<file path="src/rtl/mem_access_unit_pkg.sv">
// Shared types and helpers for the load/store unit.
package mem_access_unit_pkg;

  typedef enum logic [3:0] {
    memop_nop,
    l_byte,
    l_hword,
    l_word,
    l_ubyte,
    l_uhword,
    s_byte,
    s_hword,
    s_word
  } rv32_memop;

  typedef logic [1:0] mau_state_t;

  localparam mau_state_t StIdle  = 2'd0;
  localparam mau_state_t StBeat0 = 2'd1;
  localparam mau_state_t StBeat1 = 2'd2;
  localparam mau_state_t StResp  = 2'd3;

  function automatic logic memop_is_load(input rv32_memop op);
    return (op == l_byte) || (op == l_hword) || (op == l_word) ||
           (op == l_ubyte) || (op == l_uhword);
  endfunction

  function automatic logic memop_is_store(input rv32_memop op);
    return (op == s_byte) || (op == s_hword) || (op == s_word);
  endfunction

  // Access width in bytes; 0 for nop.
  function automatic logic [2:0] memop_size(input rv32_memop op);
    logic [2:0] size;
    case (op)
      l_byte, l_ubyte, s_byte:   size = 3'd1;
      l_hword, l_uhword, s_hword: size = 3'd2;
      l_word, s_word:            size = 3'd4;
      default:                   size = 3'd0;
    endcase
    return size;
  endfunction

endpackage

</file>
<file path="src/rtl/mem_access_unit_load_extender.sv">
// Sign/zero extension of assembled little-endian load data.
module mem_access_unit_load_extender
  import mem_access_unit_pkg::*;
(
  input  logic [31:0] data_i,
  input  rv32_memop   memop_i,
  output logic [31:0] rdata_o
);

  // Pick the extension rule from the load type
  always_comb begin
    rdata_o = data_i;
    case (memop_i)
      l_byte:   rdata_o = {{24{data_i[7]}}, data_i[7:0]};
      l_ubyte:  rdata_o = {24'h000000, data_i[7:0]};
      l_hword:  rdata_o = {{16{data_i[15]}}, data_i[15:0]};
      l_uhword: rdata_o = {16'h0000, data_i[15:0]};
      default:  rdata_o = data_i;
    endcase
  end

endmodule

</file>
<file path="src/rtl/mem_access_unit.sv">
// Sequential load/store unit: one request at a time, optional two-beat split for
// misaligned accesses, per-beat timeout.
module mem_access_unit
  import mem_access_unit_pkg::*;
#(
  parameter bit          ALLOW_MISALIGNED = 1'b0,
  parameter int unsigned TIMEOUT_CYCLES   = 64
) (
  input  logic        i_clk,
  input  logic        i_rst,
  input  logic        i_valid,
  output logic        o_ready,
  input  rv32_memop   i_memop,
  input  logic [31:0] i_addr,
  input  logic [31:0] i_wdata,
  output logic        o_done,
  output logic [31:0] o_rdata,
  output logic        o_misaligned,
  output logic        o_fault,
  output logic        o_bus_req,
  output logic        o_bus_we,
  output logic [31:0] o_bus_addr,
  output logic [3:0]  o_bus_be,
  output logic [31:0] o_bus_wdata,
  input  logic        i_bus_ack,
  input  logic        i_bus_err,
  input  logic [31:0] i_bus_rdata
);

  localparam int unsigned TO_W = (TIMEOUT_CYCLES > 0) ? $clog2(TIMEOUT_CYCLES + 1) : 1;

  mau_state_t      state_q;
  rv32_memop       op_q;
  logic [1:0]      off_q;
  logic [3:0]      mask_hi_q;
  logic [31:0]     wdata_q;
  logic [31:0]     asm_q;
  logic            fault_q;
  logic            misal_q;
  logic [TO_W-1:0] to_cnt_q;
  logic            bus_req_q;
  logic            bus_we_q;
  logic [31:0]     bus_addr_q;
  logic [3:0]      bus_be_q;
  logic [31:0]     bus_wdata_q;

  logic            accept;
  logic [2:0]      req_size;
  logic [7:0]      req_mask;
  logic            req_misal;
  logic            req_reject;
  logic            beat_ack;
  logic            beat_expire;
  logic [31:0]     ack_bytes;
  logic [5:0]      hi_shift;
  logic [31:0]     ext_data;

  assign accept = i_valid && o_ready;

  // Decode the incoming request: byte mask across two words and alignment
  always_comb begin
    req_size   = memop_size(i_memop);
    req_misal  = ((req_size == 3'd2) && i_addr[0]) ||
                 ((req_size == 3'd4) && (i_addr[1:0] != 2'b00));
    req_mask   = 8'(((8'd1 << req_size) - 8'd1) << i_addr[1:0]);
    req_reject = req_misal && !ALLOW_MISALIGNED;
  end

  // Beat completion and timeout expiry; an ack on the expiry edge wins
  always_comb begin
    beat_ack    = bus_req_q && i_bus_ack;
    beat_expire = (TIMEOUT_CYCLES != 0) && bus_req_q && !i_bus_ack &&
                  (to_cnt_q == TO_W'(TIMEOUT_CYCLES - 1));
  end

  // Keep only the bytes this beat asked for; shift amount for the upper-word beat
  always_comb begin
    for (int i = 0; i < 4; i++) begin
      ack_bytes[8*i +: 8] = bus_be_q[i] ? i_bus_rdata[8*i +: 8] : 8'h00;
    end
    hi_shift = 6'd32 - {1'b0, off_q, 3'b000};
  end

  // Main FSM, beat generation, load assembly and timeout counter
  always_ff @(posedge i_clk) begin
    if (i_rst) begin
      state_q     <= StIdle;
      op_q        <= memop_nop;
      off_q       <= 2'b00;
      mask_hi_q   <= 4'h0;
      wdata_q     <= 32'h0;
      asm_q       <= 32'h0;
      fault_q     <= 1'b0;
      misal_q     <= 1'b0;
      to_cnt_q    <= '0;
      bus_req_q   <= 1'b0;
      bus_we_q    <= 1'b0;
      bus_addr_q  <= 32'h0;
      bus_be_q    <= 4'h0;
      bus_wdata_q <= 32'h0;
    end else begin
      unique case (state_q)
        StIdle: begin
          if (accept) begin
            op_q      <= i_memop;
            off_q     <= i_addr[1:0];
            mask_hi_q <= req_mask[7:4];
            wdata_q   <= i_wdata;
            asm_q     <= 32'h0;
            fault_q   <= 1'b0;
            misal_q   <= req_reject;
            if ((i_memop == memop_nop) || req_reject) begin
              state_q <= StResp;
            end else begin
              state_q     <= StBeat0;
              bus_req_q   <= 1'b1;
              bus_we_q    <= memop_is_store(i_memop);
              bus_addr_q  <= {i_addr[31:2], 2'b00};
              bus_be_q    <= req_mask[3:0];
              bus_wdata_q <= i_wdata << {i_addr[1:0], 3'b000};
              to_cnt_q    <= '0;
            end
          end
        end
        StBeat0, StBeat1: begin
          if (bus_req_q) begin
            if (beat_ack) begin
              bus_req_q <= 1'b0;
              if (i_bus_err) begin
                fault_q <= 1'b1;
                state_q <= StResp;
              end else begin
                if (state_q == StBeat0) begin
                  asm_q <= ack_bytes >> {off_q, 3'b000};
                end else begin
                  asm_q <= asm_q | (ack_bytes << hi_shift);
                end
                if ((state_q == StBeat0) && (mask_hi_q != 4'h0)) begin
                  state_q <= StBeat1;
                end else begin
                  state_q <= StResp;
                end
              end
            end else if (beat_expire) begin
              bus_req_q <= 1'b0;
              fault_q   <= 1'b1;
              state_q   <= StResp;
            end else begin
              to_cnt_q <= to_cnt_q + 1'b1;
            end
          end else begin
            // Only reached in StBeat1: req was low for one cycle, launch the upper beat
            bus_req_q   <= 1'b1;
            bus_addr_q  <= bus_addr_q + 32'd4;
            bus_be_q    <= mask_hi_q;
            bus_wdata_q <= wdata_q >> hi_shift;
            to_cnt_q    <= '0;
          end
        end
        StResp: begin
          state_q <= StIdle;
        end
        default: begin
          state_q <= StIdle;
        end
      endcase
    end
  end

  mem_access_unit_load_extender u_load_extender (
    .data_i  (asm_q),
    .memop_i (op_q),
    .rdata_o (ext_data)
  );

  // Response flags are qualified by the one-cycle response state
  always_comb begin
    o_ready      = (state_q == StIdle) && !i_rst;
    o_done       = (state_q == StResp);
    o_misaligned = o_done && misal_q;
    o_fault      = o_done && fault_q;
    o_rdata      = (o_done && memop_is_load(op_q) && !fault_q && !misal_q) ? ext_data : 32'h0;
    o_bus_req    = bus_req_q;
    o_bus_we     = bus_we_q;
    o_bus_addr   = bus_addr_q;
    o_bus_be     = bus_be_q;
    o_bus_wdata  = bus_wdata_q;
  end

endmodule
</file>
<file path="config.mk">
export PLATFORM = sky130hd
export DESIGN_NAME = mem_access_unit
export DESIGN_NICKNAME = d
export VERILOG_FILES = /design/src/rtl/mem_access_unit_pkg.sv /design/src/rtl/mem_access_unit_load_extender.sv /design/src/rtl/mem_access_unit.sv
export SDC_FILE = /design/constraint.sdc
export NUM_CORES = 1
export LEC_CHECK = 0
export BUFFER_PORTS_ARGS = -buffer_cell sky130_fd_sc_hd__buf_2
export CAP_MARGIN = 15
export CELL_PAD_IN_SITES_DETAIL_PLACEMENT = 0
export CELL_PAD_IN_SITES_GLOBAL_PLACEMENT = 1
export CORE_ASPECT_RATIO = 1.5
export CORE_MARGIN = 1
export CORE_UTILIZATION = 42
export CTS_CLUSTER_SIZE = 20
export DETAILED_ROUTE_END_ITERATION = 10
export PLACE_DENSITY = 0.83
export SETUP_SLACK_MARGIN = 0.4
export SYNTH_ARGS = -nofsm -noshare
export SYNTH_HDL_FRONTEND = slang
export SYNTH_SLANG_ARGS = --single-unit
</file>
<file path="constraint.sdc">
create_clock -name i_clk -period 4.9 [get_ports i_clk]
set_input_delay 0.98 -clock i_clk [delete_from_list [all_inputs] [get_ports i_clk]]
set_output_delay 0.98 -clock i_clk [all_outputs]
set_load 0.005 [all_outputs]
</file>
## After elaboration in Yosys (flattened, before gate mapping)

Memory sizes are Yosys's and may differ from the RTL's.
Cells that the tools add are included.

| storage, ports and cells | value |
|---|---|
| flip-flop bits (word level) | 155 |
| bits in read-only memories | 48 |
| bits of input ports | 105 |
| word-level logic and storage cells | 140 |
| memories | 1 |

Memories:

| memory | depth | width | read ports | clocked after Yosys merged registers in | write ports | RTL line | RTL |
|---|---|---|---|---|---|---|---|
| (no name shown) | 16 | 3 | 1 | 0 | 0 | mem_access_unit_pkg.sv:35 | `case (op)` |

| operators by class | value |
|---|---|
| $add $sub $neg | 4 |
| equal/unequal tests | 24 |
| shifts and indexed selects | 6 |
| mux-type cells | 50 |
| bitwise logic cells | 2 |
| reduce and logical (&&, ||, !) cells | 39 |

Operator list:

| kind | number |
|---|---|
| $mux 32 | 12 |
| $pmux 32 s2 | 3 |
| $pmux 32 s4 | 1 |
| $mux 7 | 5 |
| $add 32x3->32 const B | 1 |
| $mux 8 | 4 |
| $or 32x32->32 | 1 |
| $shl 32x5->32 | 1 |
| $shl 32x6->32 | 1 |
| $shr 32x5->32 | 1 |
| $shr 32x6->32 | 1 |
| $eq 4x3->1 const B | 4 |
| $reduce_and 5->1 | 3 |
| $pmux 7 s2 | 1 |
| $logic_and 1x1->1 | 13 |
| $mux 1 | 12 |
| $mux 4 | 3 |
| $ne 2x2->1 const B | 6 |
| $ne 3x3->1 const B | 4 |
| $mux 2 | 5 |
| $reduce_and 3->1 | 3 |
| $eq 4x2->1 const B | 2 |
| $logic_or 1x1->1 | 8 |
| $pmux 4 s2 | 1 |
| other kinds (23) | 29 |

## Logic depth before layout (Yosys ltp)

| depth | value |
|---|---|
| word-level depth | 9 |
| gate-level depth with buffers | 12 |
| mapped depth without buffers | 9 |

## Modules after synthesis

Synthesis repeated with hierarchy kept, for this count alone.

| unflattened totals | value |
|---|---|
| cell total of the unflattened synthesis | 1312 |
| area, all modules | 9783.1 sq um |

Modules (own cells, without submodules):

| module | instances | cells each | area an instance (sq um) | sequential area each (sq um) |
|---|---|---|---|---|
| mem_access_unit | 1 | 1267 | 9449.1 | 3062.9 |
| mem_access_unit_load_extender | 1 | 45 | 334.1 | 0.0 |

## Least setup slack after synthesis

No wires, ideal clock.

| timing path | value |
|---|---|
| kind | register to output |
| start | register state_q[0] |
| end | output port o_rdata[21] |
| data arrival time | 1.911 ns |
| path slack | 2.009 ns |
| stages on the path, launching flop included | 8 |
| path buffers | 1 |
| path through | dfxtp_1 ha_1 or4b_1 a21oi_1 and2b_1 o21a_1 buf_2 o21a_1 |

| on the way | value |
|---|---|
| longest elaborated chain between the ends | 5 |

RTL lines:

| element | RTL line | RTL |
|---|---|---|
| start, declared | mem_access_unit.sv:32 | `mau_state_t state_q;` |
| start signal, assigned | mem_access_unit.sv:87 | `state_q <= StIdle;` |
| start signal, assigned | mem_access_unit.sv:113 | `state_q <= StResp;` |
| start signal, assigned | mem_access_unit.sv:115 | `state_q <= StBeat0;` |
| $eq 2x2->1 | mem_access_unit.sv:179 | `o_done = (state_q == StResp);` |
| net o_done | mem_access_unit.sv:16 | `output logic o_done,` |
| $logic_and 1x1->1 (3 in a row) | mem_access_unit.sv:182 | `o_rdata = (o_done && memop_is_load(op_q) && !fault_q && !misal_q) ? ext_data : 32'h0;` |
| $mux 32 | mem_access_unit.sv:182 |  |
| end, declared | mem_access_unit.sv:17 | `output logic [31:0] o_rdata,` |

The timed path passes the listed nets, and every way through them passes these cells.

## Worst setup path in the final report

| timing path | value |
|---|---|
| start | register state_q[0] |
| end | output port o_rdata[18] |

| on the way | value |
|---|---|
| longest elaborated chain between the ends | 5 |

RTL lines:

| element | RTL line |
|---|---|
| $eq 2x2->1 | mem_access_unit.sv:179 |
| $logic_and 1x1->1 (3 in a row) | mem_access_unit.sv:182 |
| $mux 32 | mem_access_unit.sv:182 |

No other way between the ends.

==> flow_metrics.env <==
export IMPL_area_delta_synth_final_pct=16.6
export IMPL_avgSynthCellArea_um2=7.30
export IMPL_grt_ovfl_total=0
export IMPL_syn_area_mm2=0.00942
export IMPL_final_util_pct=50.4
export IMPL_min_period_ps=3890
export IMPL_nFillCells=2331
export IMPL_design_core_area_mm2=0.0218
export IMPL_worstPathArrival_ps=2910
export IMPL_tightest_slew_ps=970
export IMPL_grt_max_degree=72
export IMPL_io_buffers=208
export IMPL_cts_htree_levels=4
export IMPL_cts_max_path_buffers=2
export IMPL_cts_resized=0
export IMPL_nNetsFinal=1529
export IMPL_start_util_pct=43.2
export IMPL_cts_tree="done"
export IMPL_yosysSeqAreaShare_pct=32.5
export IMPL_cellPowerDensity_mw_per_mm2=577
export IMPL_drive_above_1_share_pct=19.2
export IMPL_route_met3_wl_um=1880
export IMPL_outcome="finished, final reports clean"
export IMPL_numClockSinks=153
export IMPL_dpl_hpwl_um=26800
export IMPL_post_dp_cell_area_mm2=0.0104
export IMPL_slowest_delay_ps=600
export IMPL_antenna_cells=0
export IMPL_final_hold_viol_count=0
export IMPL_clock_skew_ps=11.5
export IMPL_dieArea_mm2=0.0230
export IMPL_synth_distinct_cells=73
export IMPL_antenna_found_initial=0
export IMPL_path_cells="ha_1 > or4b_1 > a21oi_1 > and2b_1 > o21a_1 > o21a_1 > buf_2"
export IMPL_hp_class="reg -> reg"
export IMPL_setup_viol=0
export IMPL_ir_worst_vdd_uv=334
export IMPL_crit_required_ps=3920
export IMPL_ys_ff_latch=153
export IMPL_worst_setup_path_start_kind="flip-flop"
export IMPL_final_antenna_net_count=0
export IMPL_ioPinCount=211
export IMPL_worstPathMaxFanout=16
export IMPL_synth_edf_count=0
export IMPL_rsz0062_at_grt="no"
export IMPL_die_w_um=124
export IMPL_yosysWarnings=0
export IMPL_m1WireLength_um=14200
export IMPL_syn_inst=1290
export IMPL_first_iter_violations=750
export IMPL_crit_family="compound AO/OA/AOI/OAI gates"
export IMPL_worst_path_buf_inv=1
export IMPL_grt_pass1_wl_um=56300
export IMPL_slew_viol_final=0
export IMPL_drv_cap=0
export IMPL_tns_ps=0
export IMPL_cp_slowest_cell="o21a_1"
export IMPL_holdBufCountCts=0
export IMPL_final_area_mm2=0.0110
export IMPL_rows=66
export IMPL_cts_root_buf="clkbuf_16"
export IMPL_clk_latency_ps=430
export IMPL_wire_per_inst_um=21.8
export IMPL_slew_headroom_pct=35.3
export IMPL_drc=0
export IMPL_die_y_um=185
export IMPL_cp_common_cell="o21a_1"
export IMPL_synthFlopType="dfxtp_1"
export IMPL_wl_met2_um=19300
export IMPL_routed_top_layer="met4"
export IMPL_max_freq_ghz=0.257
export IMPL_grt_total_usage_pct=31.4
export IMPL_cts_made_buffers=17
export IMPL_worstSetupPathType="reg -> out"
export IMPL_worstSetupEndpointType="primary output"
export IMPL_routabilityCongestion=0.993
export IMPL_postCtsSetupRepairBufs=0
export IMPL_fin_crit_sh_pct=79.4
export IMPL_vias_per_cell=6.18
export IMPL_num_vias=10517
export IMPL_routed_wl_um=37100
export IMPL_synthArstFlopShare_pct=0
export IMPL_grt_pass1_vias=9970
export IMPL_drt_pass1_iterations=5
export IMPL_cts_reportedPaths_clkPinSlew_ps=60
export IMPL_p_leak_nw=4.27
==> cells by family after synthesis <==
family,synth area share (%)
AO/OA/AOI/OAI,31.3
XOR/XNOR,0.558
adder cells (fa/ha/maj),0.930
buffers and inverters,6.44
flip-flops,32.5
multiplexers,5.34
other,0.0398
AND/OR/NAND/NOR,22.8
==> per-layer routing <==
metal | vias up | track usage, %
met1 | 5003 | 34.7
li1 | 4965 | -
met2 | 449 | 57.6
met4 | 0 | 17.2
met5 | - | 0
met3 | 100 | 4.56
==> per-stage QoR <==
stage	setup slack, ps	hold WS [ps]	power, W	cells
after floorplan	2010	422	0.00398	1291
after global placement	1450	437	0.00502	1668
after detailed placement	1390	439	0.00505	1669
after CTS	964	448	0.00631	1701
after global routing	743	471	0.00676	1702
final	1010	449	0.00634	1702
==> tightest hold or removal path, delay by kind of cell, from the launching register on <==
family	cells	cell delay [ps]
AO/OA/AOI/OAI	1	50
flip-flops	1	300
buffers and inverters	1	60
==> layout make-up <==
| cell class | count | area [um^2] | share of cell area [%] |
|---|---|---|---|
| Tap cell | 272 | 340 | 3.10 |
| Clock buffer | 21 | 440 | 4.01 |
| Sequential cell | 153 | 3060 | 27.9 |
| Multi-Input combinational cell | 994 | 5760 | 52.4 |
| Timing Repair Buffer | 226 | 1190 | 10.8 |
| Clock inverter | 11 | 98.8 | 0.900 |
| Inverter | 25 | 93.8 | 0.854 |
==> report_power, final <==
group          internal, W  switching, W
sequential         0.00160      0.000365
combinational      0.00105       0.00207
clock             0.000698      0.000556
total              0.00335       0.00299
==> path summary, 6_finish.rpt <==
kind | from | end | depth (start not counted) | slack, ps
hold reg to reg | to_cnt_q[6] | to_cnt_q[6] | 2 | 450
setup / recovery | state_q[0] | o_rdata[18] | 7 | 1010
hold / removal | to_cnt_q[6] | to_cnt_q[6] | 2 | 450
setup reg to reg | state_q[1] | o_bus_addr[21] | 8 | 1440
==> synthesized netlist by cell type (all sizes together), types with 21 or more instances <==
library cell	n	share of area [%]
o21ai	62	3.3
nor2	99	4.0
a21oi	172	9.4
inv	23	0.92
nor3	60	3.2
buf	40	2.3
clkbuf	79	3.1
nand3	23	1.2
nand2	193	7.7
a211oi	63	5.0
a31oi	21	1.4
o22ai	35	2.3
dfxtp	153	33
mux2i	48	5.1
==> registers in the layout, indices dropped and copies added, names as in the netlist <==
name,cells
o_bus_req,1
misal_q,1
o_bus_wdata,32
op_q,4
fault_q,1
o_bus_we,1
state_q,2
off_q,2
o_bus_addr,30
asm_q,32
wdata_q,32
to_cnt_q,7
mask_hi_q,4
o_bus_be,4
==> cell usage in the layout, fill, tap and decap left out, drive strengths merged, types with 9 or more instances in the layout <==
cell / count
a211oi: 63
o21a: 20
mux2i: 48
inv: 25
buf: 226
nand3: 23
clkbuf: 21
and2: 17
nand2: 193
o21ai: 62
a21oi: 172
and3: 9
a31oi: 21
nor2: 99
nor3: 60
o211ai: 9
a221oi: 17
a22oi: 16
nor2b: 15
nand4: 10
dfxtp: 153
o211a: 9
o22ai: 35
Note: power is estimated with default switching activity, not from simulation.
